`src/rtl/pipe_pkg.sv`:
```
// Shared definitions for the 5-stage pipeline control unit: encodings,
// the per-stage control record and small hazard helpers.
package pipe_pkg;

    localparam logic [5:0] OP_RTYPE = 6'h00;
    localparam logic [5:0] OP_LW    = 6'h23;
    localparam logic [5:0] OP_SW    = 6'h2b;
    localparam logic [5:0] OP_BEQ   = 6'h04;
    localparam logic [5:0] OP_J     = 6'h02;

    localparam logic [5:0] FN_AND = 6'h24;
    localparam logic [5:0] FN_OR  = 6'h25;
    localparam logic [5:0] FN_ADD = 6'h20;
    localparam logic [5:0] FN_SUB = 6'h22;
    localparam logic [5:0] FN_SLT = 6'h2a;

    typedef enum logic [2:0] {
        ALU_AND = 3'b000,
        ALU_OR  = 3'b001,
        ALU_ADD = 3'b010,
        ALU_SUB = 3'b110,
        ALU_SLT = 3'b111
    } alu_op_t;

    typedef enum logic [1:0] {
        FWD_RF  = 2'b00,
        FWD_WB  = 2'b01,
        FWD_MEM = 2'b10
    } fwd_sel_t;

    typedef struct packed {
        logic       valid;
        logic [4:0] rs;
        logic [4:0] rt;
        logic [4:0] dest;
        logic       use_rs;
        logic       use_rt;
        logic       we;
        logic       load;
        alu_op_t    op;
        logic       alu_src;
        logic       mem_read;
        logic       mem_write;
    } stage_ctl_t;

    // A stage only counts as a producer when it is live and actually writes.
    function automatic logic writes_reg(input stage_ctl_t s, input logic [4:0] r);
        return s.valid && s.we && (s.dest == r);
    endfunction

    function automatic fwd_sel_t fwd_pick(input stage_ctl_t mem_s, input stage_ctl_t wb_s,
                                          input logic use_r, input logic [4:0] r);
        if (use_r && writes_reg(mem_s, r) && !mem_s.load)
            return FWD_MEM;
        if (use_r && writes_reg(wb_s, r))
            return FWD_WB;
        return FWD_RF;
    endfunction

endpackage

```
`src/rtl/pipe_decode.sv`:
```
// Combinational decode of the instruction held in ID into a stage control record.
module pipe_decode
    import pipe_pkg::*;
(
    input  logic        id_valid,
    input  logic [31:0] id_ins,
    output stage_ctl_t  ctl
);

    logic unused_shamt;
    assign unused_shamt = ^id_ins[10:6];

    always_comb begin
        ctl = '0;
        if (id_valid) begin
            ctl.valid = 1'b1;
            ctl.rs    = id_ins[25:21];
            ctl.rt    = id_ins[20:16];
            ctl.op    = ALU_ADD;
            case (id_ins[31:26])
                OP_RTYPE: begin
                    ctl.use_rs = 1'b1;
                    ctl.use_rt = 1'b1;
                    ctl.dest   = id_ins[15:11];
                    ctl.we     = 1'b1;
                    case (id_ins[5:0])
                        FN_AND:  ctl.op = ALU_AND;
                        FN_OR:   ctl.op = ALU_OR;
                        FN_ADD:  ctl.op = ALU_ADD;
                        FN_SUB:  ctl.op = ALU_SUB;
                        FN_SLT:  ctl.op = ALU_SLT;
                        default: ctl.we = 1'b0;
                    endcase
                end
                OP_LW: begin
                    ctl.use_rs   = 1'b1;
                    ctl.dest     = id_ins[20:16];
                    ctl.we       = 1'b1;
                    ctl.load     = 1'b1;
                    ctl.alu_src  = 1'b1;
                    ctl.mem_read = 1'b1;
                end
                OP_SW: begin
                    ctl.use_rs    = 1'b1;
                    ctl.use_rt    = 1'b1;
                    ctl.alu_src   = 1'b1;
                    ctl.mem_write = 1'b1;
                end
                OP_BEQ: begin
                    ctl.use_rs = 1'b1;
                    ctl.use_rt = 1'b1;
                    ctl.op     = ALU_SUB;
                end
                OP_J:    ;
                default: ;
            endcase
            // $0 is hardwired, so writing it must never look like a producer.
            if (ctl.dest == 5'd0)
                ctl.we = 1'b0;
        end
    end

endmodule

```
`src/rtl/pipe_ctl.sv`:
```
// Pipeline control unit: carries decoded control through EX/MEM/WB and drives
// stall, flush, interrupt entry, forwarding selects and event counters.
module pipe_ctl
    import pipe_pkg::*;
#(
    parameter int REG_AW = 5,
    parameter bit FWD_EN = 1'b1,
    parameter int CNT_W  = 16
) (
    input  logic              clk,
    input  logic              rst,
    input  logic              int_req,
    input  logic              id_valid,
    input  logic [31:0]       id_ins,
    input  logic              ex_taken,
    output logic              pc_we,
    output logic              ifid_we,
    output logic              pc_sel_entry,
    output logic              ifid_flush,
    output logic              idex_flush,
    output logic              exmem_flush,
    output logic [2:0]        ex_alu_op,
    output logic              ex_alu_src,
    output logic [1:0]        fwd_a,
    output logic [1:0]        fwd_b,
    output logic              mem_read,
    output logic              mem_write,
    output logic              wb_we,
    output logic              wb_mem2reg,
    output logic [REG_AW-1:0] wb_rd,
    output logic [CNT_W-1:0]  stall_cnt,
    output logic [CNT_W-1:0]  flush_cnt
);

    stage_ctl_t id_ctl, ex_q, mem_q, wb_q;
    logic       stall_req, stall_evt, flush_evt;

    pipe_decode u_decode (
        .id_valid (id_valid),
        .id_ins   (id_ins),
        .ctl      (id_ctl)
    );

    // Stall detection; bubbles in ID have no used sources so never stall.
    always_comb begin
        stall_req = 1'b0;
        if (FWD_EN) begin
            stall_req = ex_q.load &&
                        ((id_ctl.use_rs && writes_reg(ex_q, id_ctl.rs)) ||
                         (id_ctl.use_rt && writes_reg(ex_q, id_ctl.rt)));
        end else begin
            stall_req = (id_ctl.use_rs && (writes_reg(ex_q, id_ctl.rs) || writes_reg(mem_q, id_ctl.rs))) ||
                        (id_ctl.use_rt && (writes_reg(ex_q, id_ctl.rt) || writes_reg(mem_q, id_ctl.rt)));
        end
    end

    always_comb begin
        pc_we        = 1'b1;
        ifid_we      = 1'b1;
        pc_sel_entry = 1'b0;
        ifid_flush   = 1'b0;
        idex_flush   = 1'b0;
        exmem_flush  = 1'b0;
        stall_evt    = 1'b0;
        flush_evt    = 1'b0;
        if (rst) begin
            pc_we   = 1'b0;
            ifid_we = 1'b0;
        end else if (int_req) begin
            pc_sel_entry = 1'b1;
            ifid_flush   = 1'b1;
            idex_flush   = 1'b1;
            exmem_flush  = 1'b1;
            flush_evt    = 1'b1;
        end else if (ex_taken) begin
            ifid_flush = 1'b1;
            idex_flush = 1'b1;
            flush_evt  = 1'b1;
        end else if (stall_req) begin
            pc_we      = 1'b0;
            ifid_we    = 1'b0;
            idex_flush = 1'b1;
            stall_evt  = 1'b1;
        end
    end

    always_comb begin
        fwd_a = FWD_RF;
        fwd_b = FWD_RF;
        if (FWD_EN) begin
            fwd_a = fwd_pick(mem_q, wb_q, ex_q.use_rs, ex_q.rs);
            fwd_b = fwd_pick(mem_q, wb_q, ex_q.use_rt, ex_q.rt);
        end
    end

    // The instruction in MEM is squashed on interrupt entry: no memory side effect.
    assign ex_alu_op  = ex_q.valid ? ex_q.op : 3'b000;
    assign ex_alu_src = ex_q.valid && ex_q.alu_src;
    assign mem_read   = mem_q.valid && mem_q.mem_read && !int_req;
    assign mem_write  = mem_q.valid && mem_q.mem_write && !int_req;
    assign wb_we      = wb_q.valid && wb_q.we;
    assign wb_mem2reg = wb_q.valid && wb_q.load;
    assign wb_rd      = wb_q.valid ? REG_AW'(wb_q.dest) : '0;

    logic unused_wb_bits;
    assign unused_wb_bits = ^{wb_q.rs, wb_q.rt, wb_q.use_rs, wb_q.use_rt, wb_q.op,
                              wb_q.alu_src, wb_q.mem_read, wb_q.mem_write};

    always_ff @(posedge clk or posedge rst) begin
        if (rst) begin
            ex_q  <= '0;
            mem_q <= '0;
            wb_q  <= '0;
        end else begin
            ex_q  <= idex_flush  ? '0 : id_ctl;
            mem_q <= exmem_flush ? '0 : ex_q;
            wb_q  <= int_req     ? '0 : mem_q;
        end
    end

    always_ff @(posedge clk or posedge rst) begin
        if (rst) begin
            stall_cnt <= '0;
            flush_cnt <= '0;
        end else begin
            if (stall_evt && (stall_cnt != '1))
                stall_cnt <= stall_cnt + CNT_W'(1);
            if (flush_evt && (flush_cnt != '1))
                flush_cnt <= flush_cnt + CNT_W'(1);
        end
    end

endmodule
```
`config.mk`:
```
export PLATFORM = sky130hd
export DESIGN_NAME = pipe_ctl
export DESIGN_NICKNAME = d
export VERILOG_FILES = /design/src/rtl/pipe_pkg.sv /design/src/rtl/pipe_decode.sv /design/src/rtl/pipe_ctl.sv
export SDC_FILE = /design/constraint.sdc
export NUM_CORES = 1
export LEC_CHECK = 0
export BUFFER_PORTS_ARGS = -buffer_cell sky130_fd_sc_hd__buf_4
export CORE_ASPECT_RATIO = 1.75
export CORE_MARGIN = 2
export CORE_UTILIZATION = 40
export CTS_CLUSTER_SIZE = 14
export DETAILED_ROUTE_END_ITERATION = 16
export GPL_TIMING_DRIVEN = 0
export SLEW_MARGIN = 20
export SYNTH_ARGS = -nofsm -noshare
export SYNTH_HDL_FRONTEND = slang
export SYNTH_SLANG_ARGS = --single-unit
```
`constraint.sdc`:
```
create_clock -name clk -period 4.61 [get_ports clk]
set_input_delay 0.2305 -clock clk [delete_from_list [all_inputs] [get_ports clk]]
set_output_delay 0.2305 -clock clk [all_outputs]
set_load 0.01 [all_outputs]
```
==> out/summary.txt, run 1 <==
storage element area = 0.00185 mm^2
P per Cell Area = 330 mW/mm^2
Critical-path top delay cell = dfrtp_1
total grt overflow = 0
die area = 0.0101 mm^2
peak supply drop = 0.000192 V
CTS resizes = 0
Seq cells post-synth = 74
NetSw = 0.409 mW
fmax = 0.371 GHz
share of cells above drive strength 1 = 26.9%
via count = 2,912
cell-by-cell listing of the critical path = nand2b_1 -> or3_1 -> a311oi_1 -> a22o_1 -> buf_4 -> buf_4 -> a21oi_1 -> buf_4 -> buf_4
die width = 76.9 um
count of cell types in the netlist = 51
clk root buf = clkbuf_16
worst slack, placed = 2.22 ns
wire per inst = 14.7 um
Sw Ratio = 25.7%
clock share of power = 41.0%
fraction of the cycle the final worst path needs = 58.4%
worst setup margin = 1.92 ns
netlist area before placement = 0.00372 mm^2
Ant. Diodes = 0
status = completed
Slew @ Worst Pin = 0.796 ns
global-route track usage on met2 = 33.3%
Max transition margin = 46.5%
dpl hpwl = 6730 um
CTS tree = yes
Starting Density = 41.2%
Synth Net Count = 399
cell internal pwr = 1.18 mW
Max-Cap Viols = 0
CTS buffer count = 9
final core occ = 53.5%
Layout area overhead = 29.9%
Seq/Total Area, Yosys = 49.8%
CP peak stage delay = 0.41 ns
count of final setup violators = 0
synthesized instance count = 360
htree depth = 3
Critical Path RT = 4.38 ns
Seq pwr share = 45.8%
gr usage total = 18.2%
CP bufs+invs = 4
Fillers = 855
Vias/cell = 4.99
cells on worst reg2reg path = 9
clk buf depth = 2
largest net degree at the start of global routing = 45
HP Class = input pin to register
Routed WL = 8610 um
multi-input logic area = 0.00175 mm^2
GRT met1 Usage = 19.2%
Core Area = 0.00904 mm^2
CP max FO = 10
chip height = 132 um
vias in the first global route = 3,025
DRC violations left = 0
P_leak = 2.25 nW
most frequent CP cell = buf_4
clk_skew = 0.00573 ns
fin crit period = 2.69 ns
I/O Pins = 92
RSZ-0062 raised after global routing = no
clock sinks = 74
ys async rst share = 100%
busiest layer in global routing = met2
final setup TNS = 0 ns
Worst-path clk slew = 0.06 ns
Logic pwr share = 13.2%
first-pass GRT wire length = 14,500 um
nets = 498
drt pass-1 iters = 4
Post-synth EDFFs = 0
family with the most delay on the worst path = buffers and inverters
Critical Path Start Type = register
Critical Path AT = 2.46 ns
Max Slew Vio Count = 0
I/O Buffers = 86
initial antenna violation count = 0
Worst-Skew Late Latency = 0.33 ns
final hold vios = 0
WS Path Type = register to output port
final RePlAce weighted congestion = 0.822
ys flop type = dfrtp_1
met3 GRT Util = 4.26%
WHS Path Cells = 3
count of warnings emitted by yosys = 0
Crit path depth = 9
Worst setup EP type = output port
mean post-synth cell area = 10.3 um^2
drt first-iter violations = 122
ANT nets after route = 0
row count = 46
-- what timing repair did --
item / 4_1_cts / 5_1_grt
hold endpoints to repair: 31 / 0
buffers inserted: 0 / 0
hold buffers: 1 / 0
-- power groups by stage --
| stage | registers, mW | clock network, mW | logic, mW |
|---|---|---|---|
| CTS | 0.730 | 0.669 | 0.215 |
| global route | 0.737 | 0.700 | 0.234 |
| detailed placement | 0.742 | 0 | 0.214 |
| finish | 0.730 | 0.652 | 0.210 |
| floorplan | 0.745 | 0 | 0.0974 |
| global placement | 0.742 | 0 | 0.207 |
-- Yosys cell counts (7+ instances only) --
cell type  number  area [um^2]
nand3_1        16         80.1
nor2b_1        11         68.8
nand2_1        33          124
nor3_1          7         35.0
and2_1         24          150
dfrtp_1        74         1850
nor2_1         29          109
xnor2_1        43          377
xor2_1         13          114
nand4_1        18          113
and3_1         10         62.6
-- final timing paths --
path,start,endpoint,slack (ns)
worst max-delay path,ex_q[14]$_DFF_PP0_,pc_we,1.92
worst min-delay path,id_ins[24],ex_q[23]$_DFF_PP0_,0.15
worst max register to register,ex_q[14]$_DFF_PP0_,ex_q[9]$_DFF_PP0_,2.42
worst min register to register,ex_q[0]$_DFF_PP0_,mem_q[0]$_DFF_PP0_,0.46
max in group asynchronous,rst,ex_q[14]$_DFF_PP0_,3.55
min in group asynchronous,rst,flush_cnt[15]$_DFFE_PP0P_,0.49
-- metal layers --
metal	share of wire [%]	vias to the layer above
met3	3.9	12
met5	0	-
met4	2.3	0
li1	-	1451
met2	56	72
met1	37	1377
-- stage by stage --
step	instances	area, um^2	hold slack, ns	power (mW)
detailed placement	567	4540	0.296	0.955
finish	584	4830	0.154	1.59
global placement	566	4520	0.436	0.949
global route	584	4830	0.145	1.67
CTS	584	4830	0.138	1.61
floorplan	360	3720	0.347	0.843
-- final cells by class --
cell class	count	area share, %
tap	120	3.11
clock inverter	4	0.544
buffer	15	2.10
inverter	5	0.440
timing repair buffer	88	14.0
clock buffer	12	5.31
sequential	74	38.3
multi-input combinational	266	36.2
-- state kept, by name, indices dropped and copies added, names as in the netlist --
register   cells
stall_cnt     16
flush_cnt     16
ex_q          25
wb_q           8
mem_q          9
-- logic make-up after synthesis --
kind of cell | count (synthesis) | synth area share, %
xor gates and xnor gates | 56 | 13.2
buffers and inverters | 20 | 3.23
and+or+nand+nor | 179 | 27.2
adders and majority gates | 2 | 0.673
DFF | 74 | 49.8
AOI/OAI and AO/OA | 27 | 5.31
muxes | 2 | 0.605
-- worst reg2reg max path, stage by stage, from the launching register on --
cell and delay, ns:
dfrtp_1 0.41, nand2b_1 0.16, or3_1 0.34, a311oi_1 0.30, a22o_1 0.19, buf_4 0.17, o31a_1 0.15, buf_6 0.15
buf_6 0.15, nor3_1 0.06
-- layout by cell type, fill, tap and decap left out, types with 3 or more instances in the layout --
cell / count
a22oi_1: 5
and2_1: 24
and3_1: 10
and4_1: 4
buf_4: 91
buf_6: 3
clkbuf_1: 5
clkbuf_16: 9
dfrtp_1: 74
inv_1: 4
nand2_1: 33
nand3_1: 16
nand4_1: 18
nor2_1: 29
nor2b_1: 11
nor3_1: 7
nor3b_1: 5
nor4_1: 4
o21ai_0: 5
or3_1: 4
xnor2_1: 43
xor2_1: 13
Note: power is estimated with default switching activity, not from simulation.
==> run 2: changes to the inputs <==
--- a/config.mk
+++ b/config.mk
@@ -5,6 +5,7 @@
 export SDC_FILE = /design/constraint.sdc
 export NUM_CORES = 1
 export LEC_CHECK = 0
+export ABC_AREA = 1
 export BUFFER_PORTS_ARGS = -buffer_cell sky130_fd_sc_hd__buf_4
 export CORE_ASPECT_RATIO = 1.75
 export CORE_MARGIN = 2
==> constraint.sdc (replaced) <==
create_clock -name clk -period 2.2 [get_ports clk]
set_input_delay 0.11 -clock clk [delete_from_list [all_inputs] [get_ports clk]]
set_output_delay 0.11 -clock clk [all_outputs]
set_load 0.01 [all_outputs]
==> run 2 against run 1 <==
  * The run now ends with hold timing left
  * Total power grew 120%
  * Combinational power grew 110%
  * Setup slack got worse by 1.7 ns
  * Clock power up 130%
  * Largest cell class unchanged
  * Highest routed layer unchanged
==> out/summary.txt, run 2 <==
worst hold margin = -0.0840 ns (-0.238 ns)
crit path capture = pc_we
Largest regs = ex_q (25), flush_cnt (16), stall_cnt (16)
RR Startpoint = flush_cnt[0]$_DFFE_PP0P_
peak supply drop = 0.000512 V (+170%)
Layout area overhead = 28.3%
P_leak = 2.70 nW (+20%)
violated checks = hold timing
cell-by-cell listing of the critical path = inv_1 -> nand3_1 -> nand2_1 -> nor2_1 -> nand2_1 -> nor2_2 -> nand3_1 -> nand2_1 -> nand3_2 -> o21ai_2 -> inv_2 -> buf_4 -> buf_4
I/O Buffers = 85 (-1.2%)
status = finished with violations
CP peak stage delay = 0.39 ns (-0.02 ns)
count of cell types in the netlist = 38 (-25%)
Max Slew Vio Count = 0 (unchanged)
count of warnings emitted by yosys = 0 (unchanged)
WS Path Type = register to output port
RSZ-0062 raised after global routing = yes
post-synth top area cell = dfrtp_1
commonest non-fill, non-tap cell in the layout = nand2_1
Critical Path AT = 1.92 ns (-0.54 ns)
Critical Path Start Type = register
global-route track usage on met2 = 34.1% (+0.85 points)
Synth top area share = 46.6% (-3.2 points)
mean post-synth cell area = 7.76 um^2 (-25%)
P per Cell Area = 683 mW/mm^2 (+110%)
clk_skew = 0.00576 ns (+0.0000299 ns)
commonest cells in the netlist = nand2_1 (106), nor2_1 (86), inv_1 (82)
via count = 3,613 (+24%)
crit path from = ex_q[11]$_DFF_PP0_
first-pass GRT wire length = 15,800 um (+9.3%)
Max transition margin = 52.6% (+6.0 points)
CP bufs+invs = 4 (unchanged)
Ant. Diodes = 0 (unchanged)
ANT nets after route = 0 (unchanged)
busiest layer in global routing = met2
drt pass-1 iters = 5 (+1)
share of cells above drive strength 1 = 21.3% (-5.7 points)
Biggest register = ex_q
family with the most delay on the worst path = simple AND/OR/NAND/NOR gates
final hold vios = 74 (+74)
Routed WL = 9720 um (+13%)
Critical Path RT = 2.09 ns (-2.29 ns)
postcts setup bufs = 0 (unchanged)
most frequent CP cell = nand2_1
total grt overflow = 0 (unchanged)
drt first-iter violations = 126 (+3.3%)
gr usage total = 18.5% (+0.33 points)
wire per inst = 13.2 um (-10%)
Worst-path clk slew = 0.06 ns (about the same)
GRT met1 Usage = 20.5% (+1.3 points)
Seq cells post-synth = 74 (unchanged)
CTS tree = yes
DRC violations left = 0 (unchanged)
largest net degree at the start of global routing = 82 (+82%)
worst r2r dst = flush_cnt[8]$_DFFE_PP0P_
CP max FO = 4 (-6)
Slew @ Worst Pin = 0.709 ns (-0.0866 ns)
Worst setup EP type = output port
fmax = 0.492 GHz
die width = 79.3 um (+3.2%)
Worst-Skew Late Latency = 0.33 ns (about the same)
worst slack, placed = 0.280 ns (-1.94 ns)
htree depth = 3 (unchanged)
vias in the first global route = 3,561 (+18%)
clk buf depth = 2 (unchanged)
die area = 0.0108 mm^2 (+6.5%)
clk root buf = clkbuf_16
clock sinks = 74 (unchanged)
worst setup margin = 0.169 ns (-1.75 ns)
Synth Net Count = 551 (+38%)
chip height = 136 um (+3.2%)
commonest non-fill, non-tap cells in the layout = nand2_1 (105), buf_4 (88), nor2_1 (84)
Post-synth EDFFs = 0 (unchanged)
setup slack, reg-to-reg = 0.27 ns (-2.15 ns)
most common cell in the netlist = nand2_1
fin crit period = 2.03 ns
I/O Pins = 92 (unchanged)
row count = 48 (+4.3%)
ys flop type = dfrtp_1
Vias/cell = 4.91 (-1.6%)
Crit path depth = 13 (+4)
final core occ = 52.0% (-1.4 points)
initial antenna violation count = 0 (unchanged)
final RePlAce weighted congestion = 0.848 (+3.1%)
ys async rst share = 100% (unchanged)
Max-Cap Viols = 0 (unchanged)
fraction of the cycle the final worst path needs = 92.3%
CTS buffer count = 9 (unchanged)
synthesized instance count = 512 (+42%)
cells on worst reg2reg path = 10 (+1)
netlist area before placement = 0.00397 mm^2 (+6.8%)
Seq/Total Area, Yosys = 46.6% (-3.2 points)
dpl hpwl = 7560 um (+12%)
Critical-path top delay cell = dfrtp_1
HP Class = input pin to async pin
nets = 645 (+30%)
top post-synthesis cells by area = dfrtp_1 (47%), nand2_1 (10%), nor2_1 (8.1%)
count of final setup violators = 0 (unchanged)
Core Area = 0.00979 mm^2 (+8.3%)
met3 GRT Util = 3.19% (-1.1 points)
max reg flops = 25 (unchanged)
Starting Density = 40.6% (-0.60 points)
[run 2: cell count changes in the layout (fill, tap and decap cells not counted), moves of 5 or more]
cell     previous run  this run
nor2_1             29        84
o22ai_1             1         9
nor2b_1            11         0
nor3_1              7        12
and2_1             24         0
nor3b_1             5         0
inv_1               4        79
nand2_1            33       105
nand3_1            16        45
xnor2_1            43         9
and3_1             10         1
[run 2: metal layers]
layer | vias to the layer above | part of all wire (%)
li1 | 1819 | -
met1 | 1695 | 39
met2 | 82 | 55
met3 | 17 | 3.6
met4 | 0 | 2.2
met5 | - | 0
[run 2: where the power goes]
group	total, mW	switching (mW)	internal [mW]
Combinational	0.436	0.228	0.208
Clock	1.52	0.552	0.969
Sequential	1.52	0.0913	1.43
[run 2: area by class of cell]
| class | count | area (um^2) |
|---|---|---|
| multi-input combinational | 343 | 1740 |
| tap | 125 | 156 |
| timing repair buffer | 85 | 638 |
| buffer | 9 | 68.8 |
| clock buffer | 12 | 267 |
| sequential | 74 | 1850 |
| clock inverter | 4 | 48.8 |
| inverter | 84 | 320 |
| fill | 992 | 4700 |
[run 2: how the worst min path moves through the flow]
stage / cells after the start / end / startpoint / slack (ns)
floorplan: 1 / ex_q[0]$_DFF_PP0_ / rst / 0.25
global placement: 3 / ex_q[24]$_DFF_PP0_ / id_ins[25] / 0.39
detailed placement: 2 / flush_cnt[9]$_DFFE_PP0P_ / rst / 0.30
CTS: 2 / flush_cnt[10]$_DFFE_PP0P_ / rst / -0.06
global route: 2 / flush_cnt[10]$_DFFE_PP0P_ / rst / -0.01
finish: 2 / flush_cnt[10]$_DFFE_PP0P_ / rst / -0.08
[run 2: cells by family after synthesis]
group           synth area share [%]
fa+ha+maj                      0.630
simple gates                    31.4
xor+xnor                        5.89
flops                           46.6
mux                            0.284
buf+inv                         9.89
compound gates                  5.23
[run 2: timing repair]
action | CTS | global route
resized for setup | 0 | 9
setup endpoints to repair | 0 | 3
hold endpoints to repair | 74 | 55
[run 2: per-stage QoR]
step           cell area, um^2  setup TNS [ns]  cells  hold slack, ns  total power [mW]
3_3_place_gp              4770           -7.85    722           0.393              1.98
6_report                  5090               0    736         -0.0840              3.48
5_1_grt                   5090        -0.00722    736         -0.0150              3.64
2_1_floorplan             3970               0    512           0.253              1.77
4_1_cts                   5090               0    738         -0.0576              3.52
3_5_place_dp              4770               0    722           0.296              1.99
==> run 3: changes to the inputs <==
--- a/config.mk
+++ b/config.mk
@@ -7,12 +7,15 @@
 export LEC_CHECK = 0
 export ABC_AREA = 1
 export BUFFER_PORTS_ARGS = -buffer_cell sky130_fd_sc_hd__buf_4
+export CELL_PAD_IN_SITES_DETAIL_PLACEMENT = 1
+export CELL_PAD_IN_SITES_GLOBAL_PLACEMENT = 1
 export CORE_ASPECT_RATIO = 1.75
 export CORE_MARGIN = 2
-export CORE_UTILIZATION = 40
+export CORE_UTILIZATION = 35
 export CTS_CLUSTER_SIZE = 14
 export DETAILED_ROUTE_END_ITERATION = 16
 export GPL_TIMING_DRIVEN = 0
+export PLACE_DENSITY_LB_ADDON = 0.1
 export SLEW_MARGIN = 20
 export SYNTH_ARGS = -nofsm -noshare
 export SYNTH_HDL_FRONTEND = slang
==> run 3 against run 2 <==
  * Largest cell class unchanged
  * Fmax increased by 1.7%
  * Clock power up 4%
  * Non-clock buffer count up 3
  * Global-route usage is 0.85 points higher
  * Worst hold slack gained 0.00091 ns
  * Final cell count grew 1.4%
  * Register-to-register slack lost 0.03 ns
  * Critical path depth is 6 lower
  * Core utilization fell by 5.6 points
  * The flow still finishes with violations (hold timing)
==> out/summary.txt, run 3 (synthesized netlist as in run 2, its figures left out) <==
status = finished with violations
violated checks = hold timing
Worst-path clk slew = 0.06 ns (about the same)
HP Class = input pin to async pin
commonest non-fill, non-tap cells in the layout = nand2_1 (104), buf_4 (91), nor2_1 (83)
drt first-iter violations = 124 (-1.6%)
fmax = 0.501 GHz (+1.7%)
I/O Buffers = 85 (unchanged)
fin crit period = 2.00 ns (-0.0331 ns)
row count = 51 (+6.3%)
die width = 84.5 um (+6.6%)
Worst-Skew Late Latency = 0.33 ns (about the same)
Largest regs = ex_q (25), flush_cnt (16), stall_cnt (16)
wire per inst = 15.1 um (+15%)
Vias/cell = 5.02 (+2.3%)
Slew @ Worst Pin = 0.730 ns (+0.0211 ns)
Layout area overhead = 29.7%
vias in the first global route = 4,014 (+13%)
CTS buffer count = 9 (unchanged)
CP bufs+invs = 2 (-2)
Placed Area = 0.00478 mm^2 (+0.18%)
final hold vios = 74 (unchanged)
I/O Pins = 92 (unchanged)
chip height = 145 um (+6.7%)
P per Cell Area = 690 mW/mm^2 (+0.98%)
Critical-path top delay cell = a2111oi_1
cell-by-cell listing of the critical path = inv_1 -> o22ai_1 -> nor2_1 -> nand3_1 -> a2111oi_1 -> nor2_1 -> buf_4
Biggest register = ex_q
max reg flops = 25 (unchanged)
clock sinks = 74 (unchanged)
Starting Density = 35.8% (-4.8 points)
CTS tree = yes
final instance area = 0.00515 mm^2 (+1.1%)
P_leak = 2.71 nW (+0.44%)
first-pass GRT wire length = 19,000 um (+20%)
WS Path Type = register to output port
Max-Cap Viols = 0 (unchanged)
RSZ-0062 raised after global routing = no
DRC violations left = 0 (unchanged)
largest net degree at the start of global routing = 82 (unchanged)
Ant. Diodes = 0 (unchanged)
Max transition margin = 51.1% (-1.4 points)
fraction of the cycle the final worst path needs = 90.8% (-1.5 points)
Final Power = 3.56 mW (+2.1%)
final RePlAce weighted congestion = 0.826 (-2.5%)
clk_skew = 0.00818 ns (+0.00242 ns)
ANT nets after route = 0 (unchanged)
htree depth = 3 (unchanged)
clk buf depth = 2 (unchanged)
Max Slew Vio Count = 0 (unchanged)
Critical Path Start Type = register
Routed WL = 11,300 um (+16%)
final setup TNS = 0 ns (unchanged)
nets = 648 (+0.47%)
Critical Path RT = 2.09 ns (about the same)
peak supply drop = 0.000397 V (-22%)
initial antenna violation count = 0 (unchanged)
Worst setup EP type = output port
die area = 0.0122 mm^2 (+14%)
Critical Path AT = 1.89 ns (-0.03 ns)
dpl hpwl = 8890 um (+17%)
CP max FO = 4 (unchanged)
clk root buf = clkbuf_16
most frequent CP cell = nor2_1
CP peak stage delay = 0.45 ns (+0.06 ns)
count of final setup violators = 0 (unchanged)
share of cells above drive strength 1 = 22.3% (+1.0 points)
worst hold margin = -0.0831 ns (+0.000915 ns)
commonest non-fill, non-tap cell in the layout = nand2_1
gr usage total = 19.3% (+0.85 points)
Core Area = 0.0111 mm^2 (+13%)
family with the most delay on the worst path = compound AO/OA/AOI/OAI gates
via count = 3,748 (+3.7%)
total grt overflow = 0 (unchanged)
drt pass-1 iters = 5 (unchanged)
## run 3: cell types whose count changed in the layout (fill, tap and decap cells not counted), moves of 3 or more
cell	change
nand3_1	-3
nand3_2	+3
buf_4	+3
clkbuf_8	-3
## run 3: timing repair
item,in CTS,in global routing
endpoints found under the setup margin,2,4
hold endpoints to repair,74,74
setup buffers,1,3
pin swaps,0,8
resized for setup,4,12
## run 3: final cells by class
type	instances	area (um^2)
Clock buffer	10	229
Timing Repair Buffer	89	668
Tap cell	132	165
Multi-Input combinational cell	343	1770
Buffer	8	61.3
Sequential cell	74	1850
Clock inverter	6	90.1
Inverter	84	320
Fill cell	1405	5950
## run 3: power by group
part           internal (mW)  total (mW)  switching (mW)
Sequential              1.43        1.53          0.0927
Combinational          0.208       0.445           0.236
Clock                  0.997        1.58           0.587
## run 3: final timing paths
path | start | slack (ns) | cells after the start | end
max | mem_q[13]$_DFF_PP0_ | 0.20 | 7 | fwd_b[0]
min | rst | -0.08 | 2 | flush_cnt[13]$_DFFE_PP0P_
max reg2reg | stall_cnt[0]$_DFFE_PP0P_ | 0.24 | 8 | stall_cnt[0]$_DFFE_PP0P_
min reg2reg | ex_q[0]$_DFF_PP0_ | 0.49 | 2 | mem_q[0]$_DFF_PP0_
max in group asynchronous | rst | 1.79 | 2 | mem_q[13]$_DFF_PP0_
min in group clk | id_valid | 0.05 | 3 | ex_q[21]$_DFF_PP0_
## run 3: routing by layer
| layer | part of all wire [%] | up-vias | wire [um] | GRT usage (%) |
|---|---|---|---|---|
| met1 | 37 | 1827 | 4130 | 19.7 |
| met3 | 2.8 | 20 | 320 | 3.19 |
| met4 | 2.6 | 0 | 293 | 8.33 |
| met2 | 58 | 72 | 6560 | 37.3 |
| met5 | 0 | - | 0 | 0 |
| li1 | - | 1829 | - | - |
## run 3: through the flow
step                      setup WS (ns)  utilization [%]  hold slack [ns]  std cells
after floorplan                   0.368                -            0.253        512
after global placement           -0.351             43.0            0.392        729
after detailed placement          0.223             43.0            0.301        729
after CTS                        0.0119             46.1          -0.0663        746
after global routing           0.000735             46.4          -0.0220        746
final                             0.202             46.4          -0.0831        746
